File: config.mk
export PLATFORM = sky130hd
export DESIGN_NAME = hier_reg_responder_flat
export DESIGN_NICKNAME = d
export VERILOG_FILES = /design/src/rtl/hier_reg_responder_if.sv /design/src/rtl/hier_reg_responder.sv /design/src/flat_wrapper.sv
export SDC_FILE = /design/constraint.sdc
export NUM_CORES = 1
export LEC_CHECK = 0
export ABC_AREA = 1
export BUFFER_PORTS_ARGS = -buffer_cell sky130_fd_sc_hd__buf_2
export CAP_MARGIN = 10
export CORE_UTILIZATION = 60
export CTS_BUF_LIST = sky130_fd_sc_hd__clkbuf_2 sky130_fd_sc_hd__clkbuf_4 sky130_fd_sc_hd__clkbuf_8
export DETAILED_ROUTE_END_ITERATION = 7
export PLACE_DENSITY = 0.83
export SYNTH_ARGS = -nofsm -noshare
export SYNTH_HDL_FRONTEND = slang
export SYNTH_SLANG_ARGS = --single-unit
File: constraint.sdc
create_clock -name clk -period 2.3 [get_ports clk]
set_clock_uncertainty 0.2 [all_clocks]
set_input_delay 0.23 -clock clk [delete_from_list [all_inputs] [get_ports clk]]
set_output_delay 0.23 -clock clk [all_outputs]
set_load 0.02 [all_outputs]
File: src/rtl/hier_reg_responder_if.sv
// Request/response channel bundle between the config initiator and hier_reg_responder.
interface hier_reg_responder_if #(
  parameter int unsigned ADDR_W = 4
);
  logic              req_valid;
  logic              req_ready;
  logic              req_write;
  logic [ADDR_W-1:0] req_addr;
  logic [7:0]        req_wdata;
  logic              rsp_valid;
  logic              rsp_ready;
  logic [7:0]        rsp_rdata;
  logic              rsp_err;
  logic [7:0]        err_cnt;

  modport master (
    output req_valid, req_write, req_addr, req_wdata, rsp_ready,
    input  req_ready, rsp_valid, rsp_rdata, rsp_err, err_cnt
  );

  modport slave (
    input  req_valid, req_write, req_addr, req_wdata, rsp_ready,
    output req_ready, rsp_valid, rsp_rdata, rsp_err, err_cnt
  );
endinterface

File: src/rtl/hier_reg_responder.sv
// Register-access responder for a top/mid/bot register hierarchy; one transaction
// at a time over valid/ready request and response channels.
module hier_reg_responder #(
  parameter int unsigned P1     = 20,
  parameter int unsigned MID_N  = 3,
  parameter int unsigned BOT_N  = 3,
  parameter int unsigned ADDR_W = 4
) (
  input  logic                 clk,
  input  logic                 rst_n,
  hier_reg_responder_if.slave  bus
);
  localparam int unsigned BOT_W  = (P1 == 20) ? 8 : (P1 == 10) ? 4 : 0;
  // Storage keeps a 1-bit width when the bot region is absent; it is never addressed then.
  localparam int unsigned BOT_SW = (BOT_W == 0) ? 1 : BOT_W;

  typedef enum logic {IDLE, RESP} state_t;

  state_t            r_state;
  logic              r_top;
  logic [3:0]        r_mid [MID_N];
  logic [BOT_SW-1:0] r_bot [BOT_N];
  logic [7:0]        r_rdata;
  logic              r_err;
  logic [7:0]        r_err_cnt;

  int unsigned       w_addr;
  logic              w_hit;
  logic [7:0]        w_rdata;

  always_comb begin
    w_addr  = 32'(bus.req_addr);
    w_hit   = 1'b0;
    w_rdata = '0;
    if (w_addr == 0) begin
      w_hit   = 1'b1;
      w_rdata = {7'd0, r_top};
    end
    for (int unsigned i = 0; i < MID_N; i++) begin
      if (w_addr == i + 1) begin
        w_hit   = 1'b1;
        w_rdata = 8'(r_mid[i]);
      end
    end
    if (BOT_W != 0) begin
      for (int unsigned i = 0; i < BOT_N; i++) begin
        if (w_addr == MID_N + 1 + i) begin
          w_hit   = 1'b1;
          w_rdata = 8'(r_bot[i]);
        end
      end
    end
  end

  always_ff @(posedge clk) begin
    if (!rst_n) begin
      r_state   <= IDLE;
      r_top     <= 1'b0;
      r_mid     <= '{default: '0};
      r_bot     <= '{default: '0};
      r_rdata   <= '0;
      r_err     <= 1'b0;
      r_err_cnt <= '0;
    end else begin
      case (r_state)
        IDLE: begin
          if (bus.req_valid) begin
            r_state <= RESP;
            r_err   <= !w_hit;
            r_rdata <= (bus.req_write || !w_hit) ? '0 : w_rdata;
            if (!w_hit && r_err_cnt != 8'hFF)
              r_err_cnt <= r_err_cnt + 8'd1;
            if (w_hit && bus.req_write) begin
              if (w_addr == 0)
                r_top <= bus.req_wdata[0];
              for (int unsigned i = 0; i < MID_N; i++)
                if (w_addr == i + 1)
                  r_mid[i] <= bus.req_wdata[3:0];
              if (BOT_W != 0)
                for (int unsigned i = 0; i < BOT_N; i++)
                  if (w_addr == MID_N + 1 + i)
                    r_bot[i] <= bus.req_wdata[BOT_SW-1:0];
            end
          end
        end
        RESP: begin
          if (bus.rsp_ready)
            r_state <= IDLE;
        end
        default: r_state <= IDLE;
      endcase
    end
  end

  assign bus.req_ready = rst_n && (r_state == IDLE);
  assign bus.rsp_valid = (r_state == RESP);
  assign bus.rsp_rdata = r_rdata;
  assign bus.rsp_err   = r_err;
  assign bus.err_cnt   = r_err_cnt;
endmodule

File: src/flat_wrapper.sv
// flat-port wrapper written by rule: the top's interface ports become plain ports
module hier_reg_responder_flat 
#(
  parameter int unsigned P1     = 20,
  parameter int unsigned MID_N  = 3,
  parameter int unsigned BOT_N  = 3,
  parameter int unsigned ADDR_W = 4
)
  (clk, rst_n, bus_req_valid, bus_req_write, bus_req_addr, bus_req_wdata, bus_rsp_ready, bus_req_ready, bus_rsp_valid, bus_rsp_rdata, bus_rsp_err, bus_err_cnt);
  hier_reg_responder_if #(.ADDR_W(ADDR_W)) bus_i ();
  input  logic clk;
  input  logic rst_n;
  input wire logic [$bits(bus_i.req_valid)-1:0] bus_req_valid;
  input wire logic [$bits(bus_i.req_write)-1:0] bus_req_write;
  input wire logic [$bits(bus_i.req_addr)-1:0] bus_req_addr;
  input wire logic [$bits(bus_i.req_wdata)-1:0] bus_req_wdata;
  input wire logic [$bits(bus_i.rsp_ready)-1:0] bus_rsp_ready;
  output wire logic [$bits(bus_i.req_ready)-1:0] bus_req_ready;
  output wire logic [$bits(bus_i.rsp_valid)-1:0] bus_rsp_valid;
  output wire logic [$bits(bus_i.rsp_rdata)-1:0] bus_rsp_rdata;
  output wire logic [$bits(bus_i.rsp_err)-1:0] bus_rsp_err;
  output wire logic [$bits(bus_i.err_cnt)-1:0] bus_err_cnt;
  assign bus_i.req_valid = bus_req_valid;
  assign bus_i.req_write = bus_req_write;
  assign bus_i.req_addr = bus_req_addr;
  assign bus_i.req_wdata = bus_req_wdata;
  assign bus_i.rsp_ready = bus_rsp_ready;
  assign bus_req_ready = bus_i.req_ready;
  assign bus_rsp_valid = bus_i.rsp_valid;
  assign bus_rsp_rdata = bus_i.rsp_rdata;
  assign bus_rsp_err = bus_i.rsp_err;
  assign bus_err_cnt = bus_i.err_cnt;
  hier_reg_responder #(.P1(P1), .MID_N(MID_N), .BOT_N(BOT_N), .ADDR_W(ADDR_W)) u_core (.clk(clk), .rst_n(rst_n), .bus(bus_i));
endmodule
After elaboration in Yosys (flattened, before gate mapping)
Index checks and enable logic that the tools add are counted.
{"block": "totals", "ff_bits": 55, "latch_bits": 0, "ram_bits": 0, "romBits": 0, "input_bits": 17, "out_inout_bits": 19, "mem_count": 0}
{"block": "op_classes", "n_addsub": 1, "mul": 0, "div_mod_pow": 0, "n_lt_le_gt_ge": 0, "n_eq_ne": 7, "shift": 0, "n_mux": 18, "n_bitwise": 1, "n_reduce_logical": 16}
{"op": "logical NOT 32 bit", "count": 1}
{"op": "two-way mux 8 bit", "count": 4}
{"op": "AND reduction 4 bit", "count": 7}
{"op": "equality test 4 x 3 -> 1 bit, second input constant", "count": 3}
{"op": "two-way mux 4 bit", "count": 3}
{"op": "two-way mux 1 bit", "count": 10}
{"op": "adder 8 x 1 -> 8 bit, second input constant", "count": 1}
{"op": "equality test 4 x 2 -> 1 bit, second input constant", "count": 2}
{"op": "!= test 8 bit, second input constant", "count": 1}
{"op": "equality test 4 x 1 -> 1 bit, second input constant", "count": 1}
{"op": "logical NOT 4 bit", "count": 1}
{"op": "logical AND 1 bit", "count": 3}
{"op": "AND reduction 3 bit", "count": 1}
{"op": "case mux 1 bit (2 select lines)", "count": 1}
{"op": "AND reduction 2 bit", "count": 1}
{"op": "logical NOT 1 bit", "count": 1}
{"op": "logical OR 1 bit", "count": 1}
{"op": "NOT 1 bit", "count": 1}

Logic depth before layout (Yosys ltp)
Gate-level depths: netlist of the first run.
{"block": "depth", "ltp_word": 11, "ltp_mapped": 10, "mapped_depth_nobuf": 10}

Least setup slack after synthesis of the first run
Ideal clock, no wire load.
{"block": "synth_path", "path_type": "reg-to-reg", "startpoint": "reg u_core.r_err_cnt[1], in the netlist u_core.bus.err_cnt[1]", "endpoint": "reg u_core.r_err_cnt[5], in the netlist u_core.bus.err_cnt[5]", "setup_ns": 0.116, "arrival_ns": 1.313, "required_time_ns": 1.984, "slack_ns": 0.671, "path_stages_with_launch": 11, "n_path_buf": 0, "path_cell_list": "dfxtp_1 > ha_1 > nand2_1 > nor2_1 > nand3_1 > nand3_4 > inv_2 > nand3_2 > nand2_1 > inv_1 > nor2_1"}
{"block": "synth_via", "elab_chain_len": 3, "word_cells_on_any_way": 4}
{"item": "start, declared", "line": "hier_reg_responder.sv:25", "rtl": "logic [7:0] r_err_cnt;"}
{"item": "start signal, assigned", "line": "hier_reg_responder.sv:72", "rtl": "r_err_cnt <= r_err_cnt + 8'd1;"}
{"item": "parallel branches: the longest is 3 deep, another holds adder 8 x 1 -> 8 bit"}
Parallel ways; which one is timed is not known.
A chain may end at the register's enable or synchronous reset.

Final worst setup path of the first run
{"block": "layout_path", "startpoint": "reg u_core.r_state, in the netlist u_core.bus.rsp_valid", "endpoint": "reg u_core.r_bot[22] in the netlist's numbering"}
{"block": "layout_via", "elab_chain_len": 2}
{"item": "start, declared", "line": "hier_reg_responder.sv:19", "rtl": "state_t r_state;"}
{"item": "start signal, assigned", "line": "hier_reg_responder.sv:57", "rtl": "r_state <= IDLE;"}
{"item": "start signal, assigned", "line": "hier_reg_responder.sv:68", "rtl": "r_state <= RESP;"}
{"item": "start signal, assigned", "line": "hier_reg_responder.sv:88", "rtl": "r_state <= IDLE;"}
{"item": "NOT 1 bit (no source line)"}
{"item": "AND reduction 4 bit (no source line)"}
{"item": "end signal, assigned by index", "line": "hier_reg_responder.sv:82", "rtl": "r_bot[i] <= bus.req_wdata[BOT_SW-1:0];"}
{"item": "end, declared", "line": "hier_reg_responder.sv:22", "rtl": "logic [BOT_SW-1:0] r_bot [BOT_N];"}
No other way between the ends.

==> flow_summary.toml, run 1 <==
[floorplanning]
num_rows = 23
chipWidth_microns = 67.26
pin_count = 36
die_area_sq_um = 4523
die_height_microns = 67.26
core_sq_um = 4058
initial_core_util = 0.6297

[clocking]
cts_resized = 0
cts_sinks = 55
clk_latency_ps = 310
clockBufferDepth = 2
cts_max_level = 2
post-cts-setup-buffers = 0
clk_pin_slew_worst_paths_ps = 100
cts_made_buffers = 5
cts_tree = "yes"
root_buffer = "clkbuf_8"

[timing]
setup_viol = 0
fin_crit_sh = 0.8141
tightest_slew_ps = 359.7
worst_hold_slack_ps = -6.043
max_freq_ghz = 0.5341
finalSetupTns_ps = 0
fin_crit_ps = 1872
hold_viol = 3
rsz0062_at_grt = "no"
maxSlewViolCount = 0
max_slew_margin = 0.7599

[cells_and_area]
fin_area_sq_um = 2858
drive_gt1_frac = 0.1780
multi_input_area_sq_um = 1216
final_common_cell = "dfxtp_1"
regArea_sq_um = 1101
fin_nets = 399
diodes = 0
syn_to_final_growth_pct = 11.85
fill_cells = 341
layout_common_cells = "55 x dfxtp_1, 48 x nand2_1, 44 x a21oi_1"

[setup_path]
crit_path_start = "u_core.bus.rsp_valid"
endpoint = "u_core.r_bot[22]"
rr_worst_depth = 8
r2r-end = "u_core.r_bot[22]"
r2r_start = "u_core.bus.rsp_valid"
path_max_fanout = 13
end_kind = "flop"
crit_path_start_kind = "flop"
critical_path_class = "reg -> reg"
worstPathArrival_ps = 1890
r2r_setup_slack_ps = 430
crit_required_ps = 2320

[yosys]
postSynthCellCount = 346
syn_nets = 364
muxShareOfSynthArea = 0
yosysUniqueCellTypes = 27
yosys_warnings = 0
synth-simple-area-share = 0.2899
synth-compound-area-share = 0.1778
synth_top_family_by_area = "simple AND/OR/NAND/NOR gates"
seq_area_frac_synth = 0.4310
ys_seq_elements = 55
synthXorXnorAreaFrac = 0.003428
synth_area_per_cell_sq_um = 7.384
netlist_area_sq_um = 2555
synthAdderAreaFrac = 0.004897

[grt]
gr-total-overflow = 0
grt_max_degree = 34
grt_usage = 0.2725
grt_pass1_vias = 2099
grt_pass1_wl_microns = 9197
antenna_found_initial = 0

[route]
via_count = 2344
antenna_violating_nets_post_route = 0
dr.pass1.iters = 5
drc = 0
totalWireLength_microns = 5665
drt_first_iter_violations = 124
avgRoutedWirePerCell_microns = 13.11
vias_per_cell = 5.426

[power_and_ir_drop]
p_sw_mw = 0.4317
p_seq_frac = 0.580
leakage_nw = 1.245
ir_drop_uv = 425.5
p_comb_frac = 0.097
p_per_area_nw_per_um2 = 584.0
sw_frac_of_total = 0.2587
intPower_mw = 1.237
power.share.clock = 0.323

[outcome]
status = "finished, violations left"
violations = "hold timing"

[placement]
dp_hpwl_microns = 3992
dpl_cell_area_sq_um = 2739
io_buffers = 35
place_congestion = 0.8843

[worst_hold_path]
hp-start = "bus_req_wdata[6]"
hp-class = "in -> reg"

[run]
cap_violations = 0
## registers in the layout (all words and copies together) (netlist names)
register              flops
u_core.bus.rsp_err        1
u_core.r_mid             12
u_core.bus.rsp_rdata      8
u_core.bus.rsp_valid      1
u_core.r_bot             24
u_core.r_top              1
u_core.bus.err_cnt        8
## cell usage after synthesis (all sizes together)
cell / count / area [sq um]
nor3: 2 / 10.01
a21oi: 44 / 220.2
xnor2: 1 / 8.760
inv: 41 / 153.9
o21ai: 43 / 215.2
dfxtp: 55 / 1101
buf: 9 / 65.06
ha: 1 / 12.51
nand4: 7 / 43.79
nand2: 51 / 217.7
nor2: 52 / 281.5
o21bai: 1 / 18.77
nand3: 34 / 187.7
clkbuf: 5 / 18.77
## routing by layer
layer | share of wire | global-route usage | vias up
met5 | 0 | 0 | -
met4 | 0.021 | 0.1170 | 0
met3 | 0.055 | 0.06588 | 16
met2 | 0.49 | 0.4513 | 69
met1 | 0.44 | 0.3347 | 1056
li1 | - | - | 1203
## timing repair
item                                   CTS  global route
endpoints found under the hold margin    3             0
setup endpoints to repair                0             0
hold buffers                             3             0
## critical path, stage by stage, from the launching register on
cell     delay (ps)
dfxtp_1         360
nor2_4          170
inv_2           150
nor2_8          190
nand2_8         100
nor2_4          290
inv_1           140
nor2_1          110
nor2_1           50
## power groups by stage
stage	Combinational [mW]	Sequential (mW)	Clock (mW)
after floorplan	0.0988	0.997	0
after global placement	0.155	0.990	0
after detailed placement	0.157	0.990	0
after CTS	0.162	0.968	0.539
after global routing	0.181	0.970	0.572
final	0.162	0.968	0.538
## kinds of logic (layout without fill, tap and decap cells)
group / after synthesis / in the layout
AND/OR/NAND/NOR: 146 / 146
AO/OA/AOI/OAI: 88 / 88
flip-flops: 55 / 55
buffers and inverters: 55 / 91
adder cells (fa/ha/maj): 1 / 1
XOR/XNOR: 1 / 1
## how the worst min path moves through the flow
stage          depth (start not counted)               end  slack [ps]
2_1_floorplan                          2  u_core.r_bot[12]         160
3_3_place_gp                           2   u_core.r_mid[9]         230
3_5_place_dp                           2   u_core.r_mid[8]         240
4_1_cts                                3  u_core.r_bot[21]           2
5_1_grt                                3  u_core.r_bot[13]          10
6_report                               3  u_core.r_bot[22]          -6
## final cells by class
| class | count | area share |
|---|---|---|
| well taps | 50 | 0.02189 |
| clock buffers | 6 | 0.02671 |
| inverters | 41 | 0.05385 |
| clock inverters | 2 | 0.004378 |
| repair buffers | 42 | 0.08231 |
| multi-input cells | 236 | 0.4256 |
| flip-flops and latches | 55 | 0.3853 |
## through the flow
step                power, mW  cells  hold WS (ps)  worst slack, ps  utilization
detailed placement      1.148    421         238.0            456.9       0.6750
finish                  1.669    432        -6.043            427.6       0.7043
CTS                     1.669    432         1.910            421.9       0.7043
global placement        1.145    421         231.9            510.4       0.6750
floorplan               1.096    346         164.9            671.2            -
global route            1.722    432         14.15            252.2       0.7043
Power figures use the tool's default switching activity.
==> inputs of run 2 (changes only) <==
ABC_AREA = 0   (was 1)
CORE_UTILIZATION = 59   (was 60)
PLACE_DENSITY = 0.82   (was 0.83)
clock period = 1.73 ns   (was 2.3 ns; I/O delays follow)
==> run 2 against run 1 <==
  * Largest cell class unchanged
  * Flip-flop and latch count is the same
  * The run now ends clean
  * Worst hold slack gained 19 ps
  * Sequential share of layout area shrank 4.2 points
==> flow_summary.toml, run 2 <==
[power_and_ir_drop]
leakage_nw = 1.376
ir_drop_uv = 805.6
p_per_area_nw_per_um2 = 790.5

[timing]
finalSetupTns_ps = 0
rsz0062_at_grt = "yes"
setup_slack_ps = 18.51
worst_hold_slack_ps = 12.58
hold_viol = 0
tightest_slew_ps = 401.8
max_freq_ghz = 0.5843
maxSlewViolCount = 0
setup_viol = 0
fin_crit_ps = 1711
fin_crit_sh = 0.9893
max_slew_margin = 0.7321

[floorplanning]
chipWidth_microns = 68.97
die_area_sq_um = 4757
pin_count = 36
core_sq_um = 4144
initial_core_util = 0.6386
die_height_microns = 68.97
num_rows = 23

[setup_path]
path_max_fanout = 4
crit_required_ps = 1780
cpMostUsedCell = "and2_4"
worstPathArrival_ps = 1760
critPathMaxStageDelay_ps = 460
end_kind = "flop"
crit_path_start_kind = "flop"
crit_chain = "ha_4, and2_4, and2_4, or4_4, a21boi_1"
cp_slowest_cell = "or4_4"
critical_path_class = "reg -> reg"

[cells_and_area]
reg_top3 = "u_core.r_bot x24, u_core.r_mid x12"
multi_input_area_sq_um = 1466
largest_reg_flops = 24
layout_common_cells = "51 x dfxtp_1, 46 x nor2b_1, 43 x mux2i_1"
diodes = 0
final_core_util = 0.7790
fin_nets = 343
max_flop_register = "u_core.r_bot"
fill_cells = 297
syn_to_final_growth_pct = 21.99
regArea_sq_um = 1109
drive_gt1_frac = 0.2577
final_common_cell = "dfxtp_1"

[yosys]
async_flop_share = 0
yosysUniqueCellTypes = 47
netlist_area_sq_um = 2646
ys_seq_elements = 55
synth_common_cells = "55 x dfxtp_1, 46 x nor2b_1, 43 x mux2i_1"
synth_top_area_frac = 0.4161
synth_area_per_cell_sq_um = 9.838
syn_nets = 287
yosys_warnings = 0
synth_edf_count = 0
synth_flop_cell = "dfxtp_1"
seq_area_frac_synth = 0.4161
postSynthCellCount = 269
synth_area_leaders = "dfxtp_1 42%, mux2i_1 16%, nor2b_1 11%, mux2_1 1.7%, and2_1 1.7%"
synthMostInstantiatedCell = "dfxtp_1"
yosys.area.top_type = "dfxtp_1"

[route]
drt_first_iter_violations = 152
avgRoutedWirePerCell_microns = 16.20
drc = 0
vias_per_cell = 5.867
dr.pass1.iters = 5
totalWireLength_microns = 6090
antenna_violating_nets_post_route = 0
via_count = 2206

[grt]
grt_usage = 0.2732
antenna_found_initial = 0
gr-total-overflow = 0
grt_max_degree = 24
grt_pass1_vias = 2065
grt_pass1_wl_microns = 9370

[clocking]
root_buffer = "clkbuf_8"
cts_tree = "yes"
clockBufferDepth = 2
cts_max_level = 2
cts_made_buffers = 5
cts_sinks = 55
clk_pin_slew_worst_paths_ps = 100
clk_latency_ps = 310

[placement]
io_buffers = 35
place_congestion = 0.8454
dp_hpwl_microns = 4214
post-place-ws_ps = 19.41

[outcome]
status = "completed"

[run]
cap_violations = 0

[worst_hold_path]
hp-class = "in -> reg"
-- run 2: cell types whose count changed after synthesis, moves of 7 or more --
| cell | before | now |
|---|---|---|
| o21ai_0 | 27 | 4 |
| nand2_1 | 48 | 10 |
| nor2b_1 | 0 | 46 |
| nand3_1 | 32 | 7 |
| mux2i_1 | 0 | 43 |
| nor2_1 | 41 | 8 |
| inv_1 | 37 | 3 |
| o21ai_1 | 16 | 1 |
| a21oi_1 | 44 | 2 |
| nor2_4 | 9 | 0 |
| and2_1 | 0 | 7 |
-- run 2: routing by layer --
layer	global-route usage	vias to the layer above	routed length, microns
met5	0	-	0
met4	0.1199	0	133
met3	0.06414	17	366
met2	0.4648	80	2949
met1	0.3249	1033	2640
li1	-	1076	-
-- run 2: path summary, 6_finish.rpt --
| path | depth (start not counted) | to | startpoint | slack [ps] |
|---|---|---|---|---|
| hold reg to reg | 2 | u_core.bus.rsp_err | u_core.bus.rsp_err | 270 |
| hold / removal | 3 | u_core.r_bot[1] | bus_req_wdata[1] | 10 |
| setup / recovery | 5 | u_core.bus.err_cnt[3] | u_core.bus.err_cnt[0] | 20 |
| setup reg to reg | 5 | u_core.bus.err_cnt[3] | u_core.bus.err_cnt[0] | 20 |
-- run 2: critical path: cells and delay by family (launching register included) --
family	cells	cell delay, ps
AOI/OAI and AO/OA	1	140
DFF	1	360
adders and majority gates	1	160
and+or+nand+nor	3	780
-- run 2: cells by family after synthesis --
group                      share of synthesized area
and+or+nand+nor                               0.2374
DFF                                           0.4161
muxes                                         0.1797
xor gates and xnor gates                    0.003310
AOI/OAI and AO/OA                             0.1196
buffers and inverters                        0.03924
adders and majority gates                   0.004727
-- run 2: power by group --
| group | leakage [nW] | internal [mW] | switching (mW) |
|---|---|---|---|
| logic | 0.861 | 0.114 | 0.145 |
| clock network | 0.0688 | 0.594 | 0.413 |
| registers | 0.446 | 1.28 | 0.00796 |
-- run 2: area by class of cell --
class | count | area share
inverters | 3 | 0.003488
well taps | 50 | 0.01938
multi-input cells | 193 | 0.4543
flip-flops and latches | 55 | 0.3434
clock inverters | 2 | 0.01860
clock buffers | 6 | 0.02364
repair buffers | 67 | 0.1372
-- run 2: through the flow --
step	std cells	total power [mW]	cell area [sq um]
global placement	360	1.552	3004
finish	376	2.552	3228
floorplan	269	1.461	2666
detailed placement	360	1.557	3004
CTS	374	2.563	3201
global route	376	2.628	3228
-- run 2: repair_timing --
action	4_1_cts	5_1_grt
resized for setup	0	7
setup endpoints to repair	1	3
hold buffers	6	0
endpoints found under the hold margin	12	0
buffers inserted	0	2
pin swaps	1	2
==> inputs of run 3 (changes only) <==
clock period = 1.9 ns   (was 1.73 ns; I/O delays follow)
==> run 3 against run 2 <==
  * Via count decreased by 0.54%
  * Highest routed layer unchanged
  * Non-clock buffer count down 8
  * Die area did not move
  * Largest cell class unchanged
  * Core utilization decreased by 3.1 points
  * Power fell by 20%
  * Routed wire length down 1.0%
  * Register-to-register slack better by 80 ps
  * Final cell count down 2.4%
==> flow_summary.toml, run 3 (synthesis results as in run 2) <==
[cells_and_area]
regArea_sq_um = 1102
drive_gt1_frac = 0.2082
fill_cells = 320
stdcell_count = 367
syn_to_final_growth_pct = 17.16
fin_area_sq_um = 3100
largest_reg_flops = 24
final_core_util = 0.7482
diodes = 0
multi_input_area_sq_um = 1441
final_common_cell = "dfxtp_1"
reg_top3 = "u_core.r_bot x24, u_core.r_mid x12"
max_flop_register = "u_core.r_bot"
fin_nets = 335
layout_common_cells = "54 x dfxtp_1, 46 x nor2b_1, 43 x mux2i_1"

[floorplanning]
die_height_microns = 68.97
num_rows = 23
core_sq_um = 4144
chipWidth_microns = 68.97
pin_count = 36
die_area_sq_um = 4757
initial_core_util = 0.6386

[route]
totalWireLength_microns = 6029
drc = 0
drt_first_iter_violations = 186
antenna_violating_nets_post_route = 0
vias_per_cell = 5.978
avgRoutedWirePerCell_microns = 16.43
dr.pass1.iters = 4
via_count = 2194

[clocking]
clk_pin_slew_worst_paths_ps = 100
cts_max_level = 2
clockBufferDepth = 2
clk_latency_ps = 310
cts_made_buffers = 5
cts_sinks = 55
root_buffer = "clkbuf_8"
cts_tree = "yes"

[timing]
finalSetupTns_ps = 0
setup_slack_ps = 100.0
max_freq_ghz = 0.5556
maxSlewViolCount = 0
hold_viol = 0
fin_crit_sh = 0.9473
rsz0062_at_grt = "no"
max_slew_margin = 0.6882
fin_crit_ps = 1800
tightest_slew_ps = 467.7
setup_viol = 0

[setup_path]
end_kind = "flop"
cp_top_family = "simple AND/OR/NAND/NOR gates"
path_max_fanout = 5
crit_path_start_kind = "flop"
crit_chain = "ha_1, and2_1, and2_1, or4_1, a21boi_1"
crit_buf_inv = 0
critPathMaxStageDelay_ps = 480
crit_required_ps = 1950
r2r_setup_slack_ps = 100
cp_slowest_cell = "or4_1"
r2r_start = "u_core.bus.err_cnt[1]"
critical_path_class = "reg -> reg"
worstPathArrival_ps = 1850
rr_worst_depth = 5
cpMostUsedCell = "and2_1"
r2r-end = "u_core.bus.err_cnt[3]"

[grt]
grt_pass1_wl_microns = 9494
grt_usage = 0.2737
antenna_found_initial = 0
grt_max_degree = 25
grt_pass1_vias = 1961
gr-total-overflow = 0

[run]
cap_violations = 0

[power_and_ir_drop]
p_per_area_nw_per_um2 = 658.1
leakage_nw = 1.311
ir_drop_uv = 544.6

[placement]
dp_hpwl_microns = 4156
dpl_cell_area_sq_um = 2952
post-place-ws_ps = 97.67
dp.cells = 354
place_congestion = 0.8470
io_buffers = 35

[worst_hold_path]
worstHoldPathCells = 3
hp-start = "bus_req_wdata[2]"
hp-class = "in -> reg"
min_to = "u_core.r_mid[6]"

[outcome]
status = "completed"
## run 3: changes by cell type in the layout (fill, tap and decap cells not counted), moves of 2 or more
cell	change
buf_4	-9
and2_1	+3
and2_4	-3
dfxtp_1	+3
bufinv_16	-2
dfxtp_2	-2
## run 3: worst max path at each step
stage	start	end	depth (start not counted)	slack (ps)
final	u_core.bus.err_cnt[1]	u_core.bus.err_cnt[3]	5	100
after global routing	u_core.bus.err_cnt[1]	u_core.bus.err_cnt[3]	5	7
after CTS	u_core.bus.err_cnt[1]	u_core.bus.err_cnt[3]	5	80
after detailed placement	u_core.bus.err_cnt[1]	u_core.bus.err_cnt[3]	5	100
after global placement	u_core.bus.err_cnt[1]	u_core.bus.err_cnt[3]	5	160
after floorplan	u_core.bus.err_cnt[0]	u_core.bus.err_cnt[3]	5	30
## run 3: cell type report
cell class | count | area share
Multi-Input combinational cell | 193 | 0.4649
Sequential cell | 55 | 0.3555
Timing Repair Buffer | 59 | 0.1275
Clock inverter | 1 | 0.001614
Clock buffer | 6 | 0.02663
Inverter | 3 | 0.003632
Tap cell | 50 | 0.02018
## run 3: worst register-to-register path, delay by kind of cell (launching register included)
family | cells | cell delay, ps
AO/OA/AOI/OAI | 1 | 140
adder cells (fa/ha/maj) | 1 | 190
flip-flops | 1 | 350
AND/OR/NAND/NOR | 3 | 850
## run 3: per-layer routing
layer / wire length (microns) / up-vias / global-route usage
met1: 2713 / 1041 / 0.3565
met5: 0 / - / 0
li1: - / 1063 / -
met2: 2873 / 78 / 0.4551
met3: 332 / 12 / 0.03783
met4: 109 / 0 / 0.1046
## run 3: timing repair
action / in CTS / in global routing
endpoints found under the hold margin: 13 / 0
gates resized for setup: 0 / 1
endpoints found under the setup margin: 0 / 1
buffers inserted: 0 / 0
hold buffers: 6 / 0
## run 3: report_power, final
part / internal (mW) / switching [mW] / total, mW
Combinational: 0.0961 / 0.128 / 0.224
Clock: 0.287 / 0.358 / 0.645
Sequential: 1.16 / 0.00809 / 1.17
## run 3: per-stage QoR
step / hold slack, ps / power, mW
2_1_floorplan: 139.9 / 1.328
3_3_place_gp: 240.3 / 1.407
3_5_place_dp: 244.6 / 1.408
4_1_cts: 35.43 / 2.048
5_1_grt: 55.10 / 2.113
6_report: 35.14 / 2.040
